## config.mk

```make
export PLATFORM = sky130hd
export DESIGN_NAME = uart_avalon_bridge
export DESIGN_NICKNAME = d
export VERILOG_FILES = /design/src/rtl/uart_avalon_bridge.sv
export SDC_FILE = /design/constraint.sdc
export NUM_CORES = 1
export LEC_CHECK = 0
export ABC_AREA = 1
export CORE_UTILIZATION = 30
export DETAILED_ROUTE_END_ITERATION = 6
export HOLD_SLACK_MARGIN = 0.15
export RECOVER_POWER = 50
export SLEW_MARGIN = 20
export SYNTH_ARGS = -nofsm -noshare
export SYNTH_HDL_FRONTEND = slang
export SYNTH_SLANG_ARGS = --single-unit
```

## constraint.sdc

```tcl
create_clock -name clk -period 2.87 [get_ports clk]
set_input_delay 0.574 -clock clk [delete_from_list [all_inputs] [get_ports clk]]
set_output_delay 0.574 -clock clk [all_outputs]
set_load 0.005 [all_outputs]
```

## src/rtl/uart_avalon_bridge.sv

```systemverilog
// Avalon-MM serial console: DATA (addr 0) pushes TX / pops RX, CONTROL (addr 1) reports status and clears OVF.
// TX and RX byte FIFOs feed an 8N1 serializer and deserializer.
module uart_avalon_bridge #(
   parameter int CLKS_PER_BIT = 434,
   parameter int TX_DEPTH     = 16,
   parameter int RX_DEPTH     = 16
) (
   input  logic        clk,
   input  logic        rst_n,
   input  logic        av_chipselect,
   input  logic        av_address,
   input  logic        av_read_n,
   output logic [31:0] av_readdata,
   input  logic        av_write_n,
   input  logic [31:0] av_writedata,
   output logic        av_waitrequest,
   input  logic        uart_rxd,
   output logic        uart_txd
);

   localparam int TAW = (TX_DEPTH > 1) ? $clog2(TX_DEPTH) : 1;
   localparam int TCW = $clog2(TX_DEPTH) + 1;
   localparam int RAW = (RX_DEPTH > 1) ? $clog2(RX_DEPTH) : 1;
   localparam int RCW = $clog2(RX_DEPTH) + 1;
   localparam int BW  = $clog2(CLKS_PER_BIT);

   localparam logic [BW-1:0]  BAUD_LAST   = BW'(CLKS_PER_BIT - 1);
   localparam logic [BW-1:0]  BAUD_HALF   = BW'(CLKS_PER_BIT / 2 - 1);
   localparam logic [BW-1:0]  BAUD_ONE    = BW'(1);
   localparam logic [TAW-1:0] TX_PTR_LAST = TAW'(TX_DEPTH - 1);
   localparam logic [TAW-1:0] TX_PTR_ONE  = TAW'(1);
   localparam logic [TCW-1:0] TX_FULL_CNT = TCW'(TX_DEPTH);
   localparam logic [TCW-1:0] TX_CNT_ONE  = TCW'(1);
   localparam logic [RAW-1:0] RX_PTR_LAST = RAW'(RX_DEPTH - 1);
   localparam logic [RAW-1:0] RX_PTR_ONE  = RAW'(1);
   localparam logic [RCW-1:0] RX_FULL_CNT = RCW'(RX_DEPTH);
   localparam logic [RCW-1:0] RX_CNT_ONE  = RCW'(1);

   typedef enum logic [1:0] {TX_IDLE, TX_START, TX_DATA, TX_STOP} tx_state_e;
   typedef enum logic [2:0] {RX_IDLE, RX_START, RX_DATA, RX_STOP, RX_PUSH, RX_WAIT} rx_state_e;

   logic            rd_s, wr_s, rd_first_s, unused_s;
   logic            tx_push_s, tx_pop_s, tx_full_s, tx_nempty_s, tx_busy_s;
   logic            rx_push_s, rx_wr_s, rx_pop_s, rx_full_s, rx_nempty_s;
   logic            ovf_set_s, ovf_clr_s;

   logic            rd_ack_q, rd_ack_d;
   logic            ovf_q, ovf_d;
   logic [31:0]     rdata_q, rdata_d;

   logic [7:0]      tx_mem_q [TX_DEPTH];
   logic [TAW-1:0]  tx_wptr_q, tx_wptr_d, tx_rptr_q, tx_rptr_d;
   logic [TCW-1:0]  tx_count_q, tx_count_d;
   tx_state_e       tx_state_q, tx_state_d;
   logic [BW-1:0]   tx_baud_q, tx_baud_d;
   logic [2:0]      tx_bit_q, tx_bit_d;
   logic [7:0]      tx_shift_q, tx_shift_d;
   logic            txd_q, txd_d;

   logic [7:0]      rx_mem_q [RX_DEPTH];
   logic [RAW-1:0]  rx_wptr_q, rx_wptr_d, rx_rptr_q, rx_rptr_d;
   logic [RCW-1:0]  rx_count_q, rx_count_d;
   rx_state_e       rx_state_q, rx_state_d;
   logic [BW-1:0]   rx_baud_q, rx_baud_d;
   logic [2:0]      rx_bit_q, rx_bit_d;
   logic [7:0]      rx_shift_q, rx_shift_d;
   logic            rxd_meta_q, rxd_meta_d, rxd_sync_q, rxd_sync_d;

   // A simultaneous read and write is illegal; the write loses.
   assign rd_s        = av_chipselect & ~av_read_n;
   assign wr_s        = av_chipselect & ~av_write_n & ~rd_s;
   assign rd_first_s  = rd_s & ~rd_ack_q;
   assign tx_full_s   = (tx_count_q == TX_FULL_CNT);
   assign tx_nempty_s = (tx_count_q != {TCW{1'b0}});
   assign tx_busy_s   = (tx_state_q != TX_IDLE) | tx_nempty_s;
   assign rx_full_s   = (rx_count_q == RX_FULL_CNT);
   assign rx_nempty_s = (rx_count_q != {RCW{1'b0}});
   assign tx_push_s   = wr_s & ~av_address & ~tx_full_s;
   assign rx_pop_s    = rd_first_s & ~av_address & rx_nempty_s;
   assign rx_wr_s     = rx_push_s & (~rx_full_s | rx_pop_s);
   assign ovf_set_s   = rx_push_s & rx_full_s & ~rx_pop_s;
   assign ovf_clr_s   = wr_s & av_address & av_writedata[2];
   assign unused_s    = ^av_writedata[31:8];

   assign av_waitrequest = rst_n & (rd_first_s | (wr_s & ~av_address & tx_full_s));
   assign av_readdata    = rdata_q;
   assign uart_txd       = txd_q;

   always_comb begin
      rd_ack_d = rd_first_s;
      ovf_d    = ovf_set_s | (ovf_q & ~ovf_clr_s);
      rdata_d  = rdata_q;
      if (rd_first_s) begin
         if (!av_address) begin
            if (rx_nempty_s) begin
               rdata_d = {16'(rx_count_q - RX_CNT_ONE), 1'b1, 7'b0000000, rx_mem_q[rx_rptr_q]};
            end else begin
               rdata_d = 32'h0000_0000;
            end
         end else begin
            rdata_d = {16'(TX_FULL_CNT - tx_count_q), 13'h0000, ovf_q, tx_busy_s, rx_nempty_s};
         end
      end else begin
         rdata_d = rdata_q;
      end
   end

   always_ff @(posedge clk) begin
      if (!rst_n) begin
         rd_ack_q <= 1'b0;
         ovf_q    <= 1'b0;
         rdata_q  <= 32'h0000_0000;
      end else begin
         rd_ack_q <= rd_ack_d;
         ovf_q    <= ovf_d;
         rdata_q  <= rdata_d;
      end
   end

   // Pointer/occupancy bookkeeping; a push and a pop together leave the count unchanged, even when full.
   always_comb begin
      tx_wptr_d  = tx_wptr_q;
      tx_rptr_d  = tx_rptr_q;
      rx_wptr_d  = rx_wptr_q;
      rx_rptr_d  = rx_rptr_q;
      if (tx_push_s) begin
         tx_wptr_d = (tx_wptr_q == TX_PTR_LAST) ? {TAW{1'b0}} : tx_wptr_q + TX_PTR_ONE;
      end else begin
         tx_wptr_d = tx_wptr_q;
      end
      if (tx_pop_s) begin
         tx_rptr_d = (tx_rptr_q == TX_PTR_LAST) ? {TAW{1'b0}} : tx_rptr_q + TX_PTR_ONE;
      end else begin
         tx_rptr_d = tx_rptr_q;
      end
      if (rx_wr_s) begin
         rx_wptr_d = (rx_wptr_q == RX_PTR_LAST) ? {RAW{1'b0}} : rx_wptr_q + RX_PTR_ONE;
      end else begin
         rx_wptr_d = rx_wptr_q;
      end
      if (rx_pop_s) begin
         rx_rptr_d = (rx_rptr_q == RX_PTR_LAST) ? {RAW{1'b0}} : rx_rptr_q + RX_PTR_ONE;
      end else begin
         rx_rptr_d = rx_rptr_q;
      end
      case ({tx_push_s, tx_pop_s})
         2'b10:   tx_count_d = tx_count_q + TX_CNT_ONE;
         2'b01:   tx_count_d = tx_count_q - TX_CNT_ONE;
         default: tx_count_d = tx_count_q;
      endcase
      case ({rx_wr_s, rx_pop_s})
         2'b10:   rx_count_d = rx_count_q + RX_CNT_ONE;
         2'b01:   rx_count_d = rx_count_q - RX_CNT_ONE;
         default: rx_count_d = rx_count_q;
      endcase
   end

   always_ff @(posedge clk) begin
      if (!rst_n) begin
         tx_wptr_q  <= {TAW{1'b0}};
         tx_rptr_q  <= {TAW{1'b0}};
         tx_count_q <= {TCW{1'b0}};
         rx_wptr_q  <= {RAW{1'b0}};
         rx_rptr_q  <= {RAW{1'b0}};
         rx_count_q <= {RCW{1'b0}};
      end else begin
         tx_wptr_q  <= tx_wptr_d;
         tx_rptr_q  <= tx_rptr_d;
         tx_count_q <= tx_count_d;
         rx_wptr_q  <= rx_wptr_d;
         rx_rptr_q  <= rx_rptr_d;
         rx_count_q <= rx_count_d;
      end
   end

   // Storage carries no reset; occupancy alone decides what is valid.
   always_ff @(posedge clk) begin
      if (tx_push_s) begin
         tx_mem_q[tx_wptr_q] <= av_writedata[7:0];
      end
      if (rx_wr_s) begin
         rx_mem_q[rx_wptr_q] <= rx_shift_q;
      end
   end

   always_comb begin
      tx_state_d = tx_state_q;
      tx_baud_d  = tx_baud_q;
      tx_bit_d   = tx_bit_q;
      tx_shift_d = tx_shift_q;
      txd_d      = txd_q;
      tx_pop_s   = 1'b0;
      case (tx_state_q)
         TX_IDLE: begin
            txd_d = 1'b1;
            if (tx_nempty_s) begin
               tx_pop_s   = 1'b1;
               tx_shift_d = tx_mem_q[tx_rptr_q];
               tx_baud_d  = {BW{1'b0}};
               txd_d      = 1'b0;
               tx_state_d = TX_START;
            end else begin
               tx_state_d = TX_IDLE;
            end
         end
         TX_START: begin
            if (tx_baud_q == BAUD_LAST) begin
               tx_baud_d  = {BW{1'b0}};
               tx_bit_d   = 3'd0;
               txd_d      = tx_shift_q[0];
               tx_state_d = TX_DATA;
            end else begin
               tx_baud_d  = tx_baud_q + BAUD_ONE;
            end
         end
         TX_DATA: begin
            if (tx_baud_q == BAUD_LAST) begin
               tx_baud_d = {BW{1'b0}};
               if (tx_bit_q == 3'd7) begin
                  txd_d      = 1'b1;
                  tx_state_d = TX_STOP;
               end else begin
                  tx_bit_d   = tx_bit_q + 3'd1;
                  tx_shift_d = {1'b0, tx_shift_q[7:1]};
                  txd_d      = tx_shift_q[1];
               end
            end else begin
               tx_baud_d = tx_baud_q + BAUD_ONE;
            end
         end
         TX_STOP: begin
            // Chain straight into the next start bit so queued bytes leave without an idle gap.
            if (tx_baud_q == BAUD_LAST) begin
               tx_baud_d = {BW{1'b0}};
               if (tx_nempty_s) begin
                  tx_pop_s   = 1'b1;
                  tx_shift_d = tx_mem_q[tx_rptr_q];
                  txd_d      = 1'b0;
                  tx_state_d = TX_START;
               end else begin
                  txd_d      = 1'b1;
                  tx_state_d = TX_IDLE;
               end
            end else begin
               tx_baud_d = tx_baud_q + BAUD_ONE;
            end
         end
         default: begin
            txd_d      = 1'b1;
            tx_state_d = TX_IDLE;
         end
      endcase
   end

   always_ff @(posedge clk) begin
      if (!rst_n) begin
         tx_state_q <= TX_IDLE;
         tx_baud_q  <= {BW{1'b0}};
         tx_bit_q   <= 3'd0;
         tx_shift_q <= 8'h00;
         txd_q      <= 1'b1;
      end else begin
         tx_state_q <= tx_state_d;
         tx_baud_q  <= tx_baud_d;
         tx_bit_q   <= tx_bit_d;
         tx_shift_q <= tx_shift_d;
         txd_q      <= txd_d;
      end
   end

   always_comb begin
      rxd_meta_d = uart_rxd;
      rxd_sync_d = rxd_meta_q;
      rx_state_d = rx_state_q;
      rx_baud_d  = rx_baud_q;
      rx_bit_d   = rx_bit_q;
      rx_shift_d = rx_shift_q;
      rx_push_s  = 1'b0;
      case (rx_state_q)
         RX_IDLE: begin
            if (!rxd_sync_q) begin
               rx_baud_d  = {BW{1'b0}};
               rx_state_d = RX_START;
            end else begin
               rx_state_d = RX_IDLE;
            end
         end
         RX_START: begin
            // Mid-bit check rejects glitches shorter than half a bit.
            if (rx_baud_q == BAUD_HALF) begin
               rx_baud_d = {BW{1'b0}};
               rx_bit_d  = 3'd0;
               if (rxd_sync_q) begin
                  rx_state_d = RX_IDLE;
               end else begin
                  rx_state_d = RX_DATA;
               end
            end else begin
               rx_baud_d = rx_baud_q + BAUD_ONE;
            end
         end
         RX_DATA: begin
            if (rx_baud_q == BAUD_LAST) begin
               rx_baud_d  = {BW{1'b0}};
               rx_shift_d = {rxd_sync_q, rx_shift_q[7:1]};
               if (rx_bit_q == 3'd7) begin
                  rx_state_d = RX_STOP;
               end else begin
                  rx_bit_d   = rx_bit_q + 3'd1;
               end
            end else begin
               rx_baud_d = rx_baud_q + BAUD_ONE;
            end
         end
         RX_STOP: begin
            if (rx_baud_q == BAUD_LAST) begin
               rx_baud_d  = {BW{1'b0}};
               rx_state_d = rxd_sync_q ? RX_PUSH : RX_WAIT;
            end else begin
               rx_baud_d = rx_baud_q + BAUD_ONE;
            end
         end
         RX_PUSH: begin
            rx_push_s  = 1'b1;
            rx_state_d = RX_IDLE;
         end
         RX_WAIT: begin
            if (rxd_sync_q) begin
               rx_state_d = RX_IDLE;
            end else begin
               rx_state_d = RX_WAIT;
            end
         end
         default: begin
            rx_state_d = RX_IDLE;
         end
      endcase
   end

   always_ff @(posedge clk) begin
      if (!rst_n) begin
         rxd_meta_q <= 1'b1;
         rxd_sync_q <= 1'b1;
         rx_state_q <= RX_IDLE;
         rx_baud_q  <= {BW{1'b0}};
         rx_bit_q   <= 3'd0;
         rx_shift_q <= 8'h00;
      end else begin
         rxd_meta_q <= rxd_meta_d;
         rxd_sync_q <= rxd_sync_d;
         rx_state_q <= rx_state_d;
         rx_baud_q  <= rx_baud_d;
         rx_bit_q   <= rx_bit_d;
         rx_shift_q <= rx_shift_d;
      end
   end

endmodule

```

==> impl_metrics.yaml, run 1 <==
clock_network:
  clk_path_buf_depth: 3
  postCtsHoldBufs: 0
  numCtsBuffers: 39
  cts_root_buffer: "clkbuf_16"
  cts_tree: "done"
  clk_transition_reported_paths_ps: 60
  clk_latency_ps: 530
  htree_levels: 2
  clock_sinks: 355
pwr:
  leakage_nw: 6.29
  ir_worst_vdd_uv: 352
  pwr_density_cell_mw_per_mm2: 733
timing:
  slew_viol_final: 0
  fin_crit_ps: 2600
  finalCritPeriodShare_pct: 90.4
  slew-limit-headroom_pct: 47.7
  tightest_slew_ps: 782
  fmax_mhz: 385
  finalHoldViolations: 0
  rsz0062_at_grt: "false"
  fin_skew_ps: 18.5
  tns_ps: 0
  setup_violations: 0
routing:
  vias: 10700
  first_pass_iters: 5
  wl_met2_um: 15800
  vias_per_cell: 4.82
  antenna_left: 0
  routed_wl_um: 35300
  wl_per_cell_um: 15.9
  drt_iter0_drc: 920
  top_layer: "met4"
  wl_met3_um: 1820
  drcViolationCount: 0
  drt-met1-wl_um: 17000
synth:
  synth_edf_count: 256
  synth_top_flop_cell: "edfxtp_1"
  synth_top_area_share_pct: 50.8
  synth_seq_cells: 355
  yosysWarnings: 0
  synth_largest_area_cell: "edfxtp_1"
  async_flop_share_pct: 0
  yosysUniqueCellTypes: 45
  netlist_instances: 1447
  synth_common_cells: "edfxtp_1, nor2_1, o21ai_0"
  synth_area_leaders: "edfxtp_1, dfxtp_1, nor2_1"
  synth_area_per_cell_um2: 10.5
  syn_area_mm2: 0.0151
  yosysSeqAreaShare_pct: 63.9
final_layout:
  final_layout_size_suffix_gt1_share_pct: 10.0
  finalNetCount: 1596
  fin_area_mm2: 0.0177
  layout-area-overhead-vs-synth_pct: 16.9
setup_path:
  crit_family: "simple AND/OR/NAND/NOR gates"
  crit_path_start_kind: "flop"
  slowest_delay_ps: 390
  critPathSlowestCell: "fa_1"
  crit_top_cell: "nand2_1"
  crit_start: "rx_count_q[0]"
  r2r_slack_ps: 270
  critPathKind: "reg -> reg"
  critPathMaxFanout: 5
  cp.required_ps: 3300
  path_buf_inv: 4
  worstReg2RegStart: "rx_count_q[0]"
  cp_cell_sequence: "inv_1 -> ha_1 -> inv_1 -> nor2_4 -> nand2_1 -> nand2_1 -> inv_4 -> nand2_8 -> nor2_1 -> buf_4 -> fa_1 -> nand2_1 -> nand2_1 -> a21oi_1 -> nand2_1 -> nand2_1 -> nand3_1 -> nand2_1 -> nor2_1"
  endpoint_kind: "flop"
  worstPathArrival_ps: 3020
die:
  die_w_um: 227
  core_area_mm2: 0.0494
  io_pins: 73
  die_h_um: 227
  start_util_pct: 30.7
  fp-row-count: 81
  die_area_mm2: 0.0513
grt:
  gr-total-overflow: 0
  grt_pass1_wl_um: 56000
  grt_antenna_before_repair: 1
  grt_start_max_net_pins: 65
  grt_pass1_vias: 10200
  track_usage_pct: 13.9
min_path:
  hold_path_class: "reg -> reg"
  hp-start: "rxd_meta_q"
placed_design:
  gp_congestion: 0.803
  place_area_mm2: 0.0165
  dpl.hpwl_um: 22500
  port_buffers: 41
outcome:
  outcome: "complete, no violations"
job:
  drv_cap: 0
-- flip-flops by register name, indices dropped and copies added (netlist names), 5 cells and up, named ones only --
register,cells
rx_mem_q,128
tx_mem_q,128
av_readdata,15
rx_baud_q,9
tx_baud_q,9
rx_shift_q,8
tx_shift_q,8
rx_count_q,5
tx_count_q,5
-- worst paths after layout --
path                         to  depth (start not counted)
hold / removal       rxd_sync_q                          1
setup / recovery  rx_count_q[4]                         19
setup reg to reg  rx_count_q[4]                         19
hold reg to reg      rxd_sync_q                          1
-- cell families (layout without fill, tap and decap cells) --
group	Yosys count	in the layout	synth area share (%)
and+or+nand+nor	497	497	13.8
DFF	355	355	63.9
AOI/OAI and AO/OA	352	352	13.2
buffers and inverters	195	296	5.47
adders and majority gates	34	34	2.86
xor gates and xnor gates	13	13	0.753
other	1	8	0.0248
-- where the power goes --
group          internal (mW)  leakage [nW]  switching, mW
Combinational          0.912          2.50           1.66
Clock                   2.61         0.570           2.02
Sequential              5.62          3.22          0.148
Total                   9.14          6.29           3.82
-- cell type report --
cell class                 instances  area (um2)
fill                            4836       31700
clock inverter                    18         106
sequential                       355        9670
inverter                         116         440
multi-input combinational        903        4680
antenna                            1        2.50
timing repair buffer             108         902
tap                              664         831
clock buffer                      54        1060
-- metal layers --
metal	vias to the layer above	GRT usage (%)
li1	5207	-
met2	265	22.0
met5	-	0
met3	40	1.94
met1	5178	19.9
met4	0	3.53
-- placed cells by master (no fill, tap or decap), types with 11 or more instances in the layout --
| cell | Yosys | routed |
|---|---|---|
| o221ai_1 | 30 | 30 |
| ha_1 | 33 | 30 |
| clkbuf_1 | 38 | 15 |
| nand3_1 | 66 | 66 |
| buf_4 | 18 | 66 |
| o21ai_0 | 180 | 180 |
| nand2_1 | 138 | 140 |
| dfxtp_1 | 99 | 97 |
| nor2_1 | 256 | 254 |
| xor2_1 | 12 | 11 |
| o22ai_1 | 27 | 27 |
| clkdlybuf4s50_1 | 0 | 31 |
| edfxtp_1 | 256 | 256 |
| inv_1 | 107 | 106 |
| clkbuf_16 | 0 | 40 |
| a21oi_1 | 73 | 73 |
| o211ai_1 | 15 | 15 |
-- per-stage QoR --
step	std cells	worst slack [ps]	total power [mW]	hold WS (ps)	util [%]
3_5_place_dp	2145	96.4	8.36	401	33.4
6_report	2219	275	13.0	399	35.8
5_1_grt	2218	16.5	13.6	406	35.8
4_1_cts	2217	23.3	13.0	407	35.8
2_1_floorplan	1453	224	7.63	393	-
3_3_place_gp	2145	111	8.28	398	33.4
-- repair_timing --
action | CTS | global route
endpoints found under the setup margin | 1 | 2
pin swaps | 0 | 2
gates resized for setup | 3 | 6
setup buffers | 0 | 1
Note: power is estimated with default switching activity, not from simulation.
==> run 2: changes to the inputs <==
Settings changed: CORE_UTILIZATION 30 to 54, PLACE_DENSITY from default to 0.75.
Clock period 2.87 ns to 2.2 ns, I/O delays scaled along.
==> impl_metrics.yaml, run 2 (synthesis gave the netlist of run 1 again) <==
routing:
  drt_iter0_drc: 1153
  vias: 11200
  antenna_left: 0
  vias_per_cell: 5.66
  first_pass_iters: 5
  drcViolationCount: 0
  routed_wl_um: 35400
  wl_per_cell_um: 17.9
final_layout:
  finalNetCount: 1646
  stdcell_count: 1973
  multi_input_area_mm2: 0.00486
  final_layout_size_suffix_gt1_share_pct: 15.4
  antennaDiodeCount: 0
  final_common_cell: "edfxtp_1"
  seq_area_mm2: 0.00968
  filler_cell_count: 1979
  final_cell_mix: "edfxtp_1, nor2_1, o21ai_0, nand2_1, buf_4"
  layout-area-overhead-vs-synth_pct: 18.9
  fin_util_pct: 66.0
setup_path:
  endpoint_kind: "flop"
  r2r-end: "tx_count_q[4]"
  slowest_delay_ps: 340
  cp_cell_sequence: "inv_2 -> ha_4 -> nand2_4 -> nor2_4 -> ha_4 -> inv_4 -> nand2_4 -> nor2_4 -> nand2_2 -> inv_2 -> ha_4 -> buf_12 -> xor2_4 -> inv_2 -> nor3_2 -> nand2_2 -> nand2_1 -> nand2_1 -> nand2_1 -> nand2_1 -> a21oi_2"
  worstPathArrival_ps: 2870
  critPathMaxFanout: 4
  crit_top_cell: "nand2_1"
  worstReg2RegStart: "tx_count_q[0]"
  crit_start: "tx_count_q[0]"
  critPathSlowestCell: "dfxtp_2"
  critPathKind: "reg -> reg"
  r2r_slack_ps: -230
  crit_path_start_kind: "flop"
  cp.required_ps: 2650
  r2r_cells: 21
pwr:
  pwr_density_cell_mw_per_mm2: 992
  p_comb_share_pct: 23.8
  p_int_mw: 12.7
  leakage_nw: 6.57
  swShare_pct: 28.9
  pwr-share-seq_pct: 41.9
  ir_worst_vdd_uv: 576
  p_switching_mw: 5.15
  power_frac_clock_pct: 34.2
  report.power.total_mw: 17.8
die:
  io_pins: 73
  die_w_um: 169
  start_util_pct: 55.5
  die_area_mm2: 0.0287
  die_h_um: 169
  core_area_mm2: 0.0273
  fp-row-count: 60
placed_design:
  port_buffers: 41
  dpl.hpwl_um: 22700
  gp_congestion: 0.877
  dp_cells: 1890
min_path:
  min_to: "rxd_sync_q"
  hold_path_class: "reg -> reg"
  hp-start: "rxd_meta_q"
  holdPathStages: 1
timing:
  holdWs_ps: 415
  finalHoldViolations: 0
  fin_skew_ps: 19.3
  rsz0062_at_grt: "true"
  setup_slack_ps: -225
  fmax_mhz: 412
  fin_crit_ps: 2430
  tightest_slew_ps: 1080
  finalCritPeriodShare_pct: 110
  setup_violations: 114
  slew-limit-headroom_pct: 27.8
  slew_viol_final: 0
grt:
  grt_antenna_before_repair: 1
  grt_start_max_net_pins: 65
  gr-total-overflow: 0
  grt_pass1_wl_um: 55200
  grt_pass1_vias: 10700
  track_usage_pct: 24.8
clock_network:
  clk_path_buf_depth: 3
  clock_sinks: 355
  cts_root_buffer: "clkbuf_16"
  htree_levels: 2
  cts_tree: "done"
  clk_latency_ps: 530
  numCtsBuffers: 37
  clk_transition_reported_paths_ps: 60
outcome:
  outcome: "finished with violations"
  violations: "setup timing"
job:
  drv_cap: 0
[run 2: critical path, delay by kind of cell (launching register included)]
family                   cells  cell delay (ps)
AND/OR/NAND/NOR             11              890
adder cells (fa/ha/maj)      3              480
flip-flops                   1              340
buffers and inverters        5              340
XOR/XNOR                     1              150
AO/OA/AOI/OAI                1              120
[run 2: worst max-delay path by stage]
stage,slack [ps],cells past startpoint,endpoint
after floorplan,-190,23,tx_count_q[4]
after global placement,-450,5,av_waitrequest
after detailed placement,-470,5,av_waitrequest
after CTS,-130,8,av_waitrequest
after global routing,-360,21,tx_count_q[4]
final,-230,21,tx_count_q[4]
[run 2: final cells by class]
type / instances / area share, %
flip-flops and latches: 355 / 53.8
multi-input cells: 903 / 27.0
repair buffers: 160 / 7.47
clock buffers: 48 / 5.72
well taps: 372 / 2.59
inverters: 116 / 2.48
clock inverters: 19 / 0.932
[run 2: metrics by stage]
step / setup slack [ps] / setup TNS [ps] / instance area (um2)
3_3_place_gp: -454 / -46440 / 16600
6_report: -225 / -4430 / 18000
4_1_cts: -128 / -270 / 17800
2_1_floorplan: -190 / -994 / 15200
5_1_grt: -355 / -24270 / 18000
3_5_place_dp: -467 / -53000 / 16600
[run 2: power groups by stage]
| stage | combinational (mW) | clock (mW) | sequential [mW] |
|---|---|---|---|
| 6_report | 4.25 | 6.11 | 7.48 |
| 5_1_grt | 4.72 | 6.41 | 7.50 |
| 4_1_cts | 3.92 | 6.17 | 7.48 |
| 3_5_place_dp | 3.71 | 0 | 7.62 |
| 3_3_place_gp | 3.61 | 0 | 7.61 |
| 2_1_floorplan | 2.50 | 0 | 7.60 |
[run 2: repair_timing]
| action | 4_1_cts | 5_1_grt |
|---|---|---|
| pin swaps | 7 | 17 |
| endpoints found under the setup margin | 9 | 224 |
| hold buffers | 0 | 0 |
| resized for setup | 19 | 33 |
| setup buffers | 3 | 13 |
[run 2: per-layer routing]
layer  track usage (%)  vias to the layer above  share of wire (%)
met5                 0                        -              0.028
met4              10.1                        2                3.2
met3              4.45                       90                8.3
met2              41.4                      519                 48
met1              32.0                     5271                 40
li1                  -                     5293                  -
